**src/rtl/uart_tx_feeder.sv**
```systemverilog
// Byte FIFO that feeds a UART serializer: queues bytes, strobes txen per byte,
// and watches the serializer's busy flag for a missing start.
module uart_tx_feeder #(
  parameter int DEPTH    = 16,
  parameter int BUSY_TMO = 3
) (
  input  logic                   clk,
  input  logic                   rst,
  input  logic                   wr_en,
  input  logic [7:0]             wr_data,
  input  logic                   flush,
  output logic                   full,
  output logic                   empty,
  output logic [$clog2(DEPTH):0] count,
  output logic                   overflow,
  output logic                   busy_tmo,
  output logic                   txen,
  output logic [7:0]             tx_byte,
  input  logic                   tx_ing
);

  localparam int AW = $clog2(DEPTH);
  localparam int TW = (BUSY_TMO > 1) ? $clog2(BUSY_TMO) : 1;
  localparam logic [TW-1:0] TMO_LAST  = TW'(BUSY_TMO - 1);
  localparam logic [AW:0]   DEPTH_CNT = (AW + 1)'(DEPTH);

  localparam logic [1:0] S_IDLE      = 2'd0;
  localparam logic [1:0] S_LAUNCH    = 2'd1;
  localparam logic [1:0] S_WAIT_BUSY = 2'd2;
  localparam logic [1:0] S_WAIT_DONE = 2'd3;

  logic [7:0]    mem [DEPTH];
  logic [AW-1:0] wr_ptr;
  logic [AW-1:0] rd_ptr;
  logic [AW:0]   count_nxt;
  logic [1:0]    state;
  logic [TW-1:0] tmo_cnt;
  logic          pop;
  logic          push;
  logic          drop;

  // Flush wins over a pop in the same cycle, so no launch starts from a flushed FIFO.
  always_comb begin
    pop       = (state == S_IDLE) && !empty && !tx_ing && !flush;
    push      = wr_en && !flush && (!full || pop);
    drop      = wr_en && !flush && full && !pop;
    count_nxt = count;
    if (flush) begin
      count_nxt = '0;
    end else if (push && !pop) begin
      count_nxt = count + 1'b1;
    end else if (pop && !push) begin
      count_nxt = count - 1'b1;
    end
  end

  // NOTE: storage is deliberately left out of reset; count/pointers define validity,
  // and a reset-free array maps onto plain RAM.
  always_ff @(posedge clk) begin
    if (push) begin
      mem[wr_ptr] <= wr_data;
    end
  end

  // NOTE: all state here uses non-blocking assignments so every register sees
  // pre-edge values of the others, independent of statement order.
  always_ff @(posedge clk) begin
    if (rst) begin
      wr_ptr   <= '0;
      rd_ptr   <= '0;
      count    <= '0;
      full     <= 1'b0;
      empty    <= 1'b1;
      overflow <= 1'b0;
      busy_tmo <= 1'b0;
      txen     <= 1'b0;
      tx_byte  <= 8'h00;
      tmo_cnt  <= '0;
      state    <= S_IDLE;
    end else begin
      count    <= count_nxt;
      full     <= (count_nxt == DEPTH_CNT);
      empty    <= (count_nxt == '0);
      overflow <= drop;
      busy_tmo <= 1'b0;
      txen     <= (state == S_LAUNCH);

      if (flush) begin
        wr_ptr <= '0;
        rd_ptr <= '0;
      end else begin
        if (push) wr_ptr <= wr_ptr + 1'b1;
        if (pop)  rd_ptr <= rd_ptr + 1'b1;
      end

      case (state)
        S_IDLE: begin
          if (pop) begin
            tx_byte <= mem[rd_ptr];
            state   <= S_LAUNCH;
          end
        end
        S_LAUNCH: begin
          tmo_cnt <= '0;
          state   <= S_WAIT_BUSY;
        end
        S_WAIT_BUSY: begin
          // A serializer that never goes busy loses this byte; there is no retry.
          if (tx_ing) begin
            state <= S_WAIT_DONE;
          end else if (tmo_cnt == TMO_LAST) begin
            busy_tmo <= 1'b1;
            state    <= S_IDLE;
          end else begin
            tmo_cnt <= tmo_cnt + 1'b1;
          end
        end
        S_WAIT_DONE: begin
          if (!tx_ing) state <= S_IDLE;
        end
        default: state <= S_IDLE;
      endcase
    end
  end

endmodule

```
**config.mk**
```make
export PLATFORM = sky130hd
export DESIGN_NAME = uart_tx_feeder
export DESIGN_NICKNAME = d
export VERILOG_FILES = /design/src/rtl/uart_tx_feeder.sv
export SDC_FILE = /design/constraint.sdc
export NUM_CORES = 1
export LEC_CHECK = 0
export CAP_MARGIN = 5
export CELL_PAD_IN_SITES_DETAIL_PLACEMENT = 0
export CELL_PAD_IN_SITES_GLOBAL_PLACEMENT = 1
export CORE_AREA = 2 2 136 105
export DETAILED_ROUTE_END_ITERATION = 16
export DIE_AREA = 0 0 138 107
export PLACE_DENSITY_LB_ADDON = 0.3
export SYNTH_ARGS = -nofsm -noshare
export SYNTH_HDL_FRONTEND = slang
export SYNTH_SLANG_ARGS = --single-unit
```
**constraint.sdc**
```tcl
create_clock -name clk -period 6.6 [get_ports clk]
set_input_delay 1.65 -clock clk [delete_from_list [all_inputs] [get_ports clk]]
set_output_delay 1.65 -clock clk [all_outputs]
set_load 0.02 [all_outputs]
```
==> impl_metrics.toml <==
[logic_synthesis]
synthCells = 386
synth-main-ff-cell = "edfxtp_1"
ys_types = 43
ys_warn_count = 0
postSynth.asyncResetShare = 0
synth_seq_area_share = 0.700
synth_edf_count = 128
synth_area_um2 = 6350
synth_fp_nets = 407
synth_seq_cells = 158
syn_area_per_cell_um2 = 16.5

[placement]
dp_worst_setup_slack_ns = 1.75
routabilityCongestion = 0.870
placed_area_um2 = 6770
place_hpwl_um = 8600
io_buffers = 30

[layout]
drive_above_1_share = 0.179
finish.utilization = 0.549
design_area_um2 = 7370
layout.nets = 432
areaGrowthSynthToFinish_pct = 16.0
antenna_cells = 0

[floorplanning]
die_x_um = 138
io_pins = 31
start_util = 0.473
dieArea_um2 = 14800
row_count = 37
coreArea_um2 = 13400
dieHeight_um = 107

[global_routing]
grt_first_pass_wirelength_um = 20700
grt_max_degree = 36
antenna_found_initial = 0
globalRoute.totalOverflow = 0
grt_pass1_vias = 3359
grt_usage = 0.190

[detailed_routing]
vias = 3426
viasPerCell = 5.72
routedWlPerCell_um = 22.1
drc = 0
drtIter0Drc = 362
routed_wl_um = 13300
antenna_left = 0
drtPass1Iterations = 5

[setup_path]
crit_end = "mem[0][7]"
cp-start-kind = "input port"
r2r-start = "state[1]"
cp_cell_sequence = "clkdlybuf4s50_1, or4_4, a211oi_4, nand2_1, nor3_1"
cp_slowest_cell = "nor3_1"
r2r-end = "mem[0][7]"
arrival_ns = 4.44
path_max_fanout = 15
slowest_delay_ns = 0.88
worstSetupPathType = "in -> reg"
r2r_setup_slack_ns = 3.52
cp-startpoint = "tx_ing"
endpoint_kind = "flop"
cp.required_ns = 6.64
ff2ff_path_depth = 4

[sta]
slew_headroom = 0.274
worst_pin_slew_ns = 1.08
fin_ws_ns = 2.20
tns_ns = 0
rsz0062_at_grt = "false"
post-route-period-util = 0.667
final_max_slew_viol_count = 0
setup_viol = 0
skew_ns = 0.00857
min_period_ns = 4.40
finalHoldViolations = 0
fmax_mhz = 227

[clock_network]
cts_root_buffer = "clkbuf_16"
cts_resized = 0
ctsHoldBuffers = 0
clockBufferDepth = 2
cts_tree = "done"
postCtsSetupBuffers = 0
path_clk_slew_ns = 0.07
cts_made_buffers = 17
clock_latency_ns = 0.42
htreeDepth = 4
cts_num_sinks = 158

[job]
drv_cap = 0

[hold_path]
hold_class = "reg -> reg"

[run_status]
status = "complete, no violations"

[pwr]
power_density_nw_per_um2 = 290
p_leak_nw = 2.34
peakVddDrop_v = 0.000202
## metrics by stage
step                      hold WS (ns)  cells  total power, mW
after detailed placement         0.477    567             1.18
after global routing             0.510    599             2.20
final                            0.486    599             2.14
after floorplan                  0.480    386             1.15
after global placement           0.489    567             1.18
after CTS                        0.490    599             2.15
## cell type report
| class | count | area, um^2 |
|---|---|---|
| clock inverters | 15 | 175 |
| well taps | 175 | 219 |
| inverters | 6 | 22.5 |
| clock buffers | 17 | 425 |
| multi-input cells | 196 | 1760 |
| flip-flops and latches | 158 | 4450 |
| repair buffers | 32 | 315 |
| fillers | 1075 | 6060 |
## critical path: cells and delay by family
kind | cells | cell delay [ns]
and+or+nand+nor | 3 | 1.79
buffers and inverters | 1 | 0.53
AOI/OAI and AO/OA | 1 | 0.46
## cells in the final DEF, fill, tap and decap left out, types with 4 or more instances in the layout
master,synthesis,final
edfxtp_1,128,128
nor2_1,38,38
mux4_2,32,32
clkdlybuf4s50_1,0,30
dfxtp_1,30,29
o21ai_0,20,20
clkbuf_16,0,17
a21oi_1,16,16
a22o_1,16,16
nand2_1,9,9
ha_1,8,8
nor3_1,7,7
xor2_1,7,7
inv_1,6,6
inv_8,0,5
nand2b_1,4,4
xnor2_1,4,4
## synth_stat cells, types with 4 or more instances
master	number	share of area
a21oi_1	16	0.013
a22o_1	16	0.022
clkbuf_1	16	0.0095
dfxtp_1	30	0.095
edfxtp_1	128	0.61
ha_1	8	0.016
inv_1	6	0.0035
mux4_2	32	0.11
nand2_1	9	0.0053
nand2b_1	4	0.0039
nor2_1	38	0.022
nor3_1	7	0.0055
o21ai_0	20	0.016
xnor2_1	4	0.0055
xor2_1	7	0.0097
## layer usage
metal,routed length [um],track usage
met5,0,0
met4,243,0.0692
met3,954,0.0429
met2,5660,0.266
met1,6400,0.292
## worst min-delay path by stage
| stage | start | end | slack [ns] | cells after the start |
|---|---|---|---|---|
| final | tx_byte[4] | tx_byte[4] | 0.49 | 2 |
| after floorplan | tmo_cnt[1] | tmo_cnt[1] | 0.48 | 2 |
| after detailed placement | tx_byte[4] | tx_byte[4] | 0.48 | 2 |
| after CTS | tx_byte[7] | tx_byte[7] | 0.49 | 2 |
| after global placement | tx_byte[0] | tx_byte[0] | 0.49 | 2 |
| after global routing | tx_byte[4] | tx_byte[4] | 0.51 | 2 |
## flip-flops by register name, indices dropped and copies added, names as in the netlist, 2 cells and up
| name | count |
|---|---|
| tx_byte | 8 |
| state | 2 |
| wr_ptr | 4 |
| count | 5 |
| tmo_cnt | 2 |
| mem | 128 |
| rd_ptr | 4 |
## cell families (layout without fill, tap and decap cells)
logic type,count (synthesis),after routing,share of synthesized area
AO/OA/AOI/OAI,65,65,0.0692
XOR/XNOR,11,11,0.0152
adder cells (fa/ha/maj),8,8,0.0158
buffers and inverters,32,70,0.0223
flip-flops,158,158,0.700
multiplexers,35,35,0.118
AND/OR/NAND/NOR,77,77,0.0595
## power breakdown
group / switching (mW) / total, mW / internal [mW] / leakage (nW)
combinational: 0.0438 / 0.0717 / 0.0279 / 0.645
clock: 0.435 / 0.977 / 0.542 / 0.295
sequential: 0.00649 / 1.09 / 1.08 / 1.40
Power figures use the tool's default switching activity.
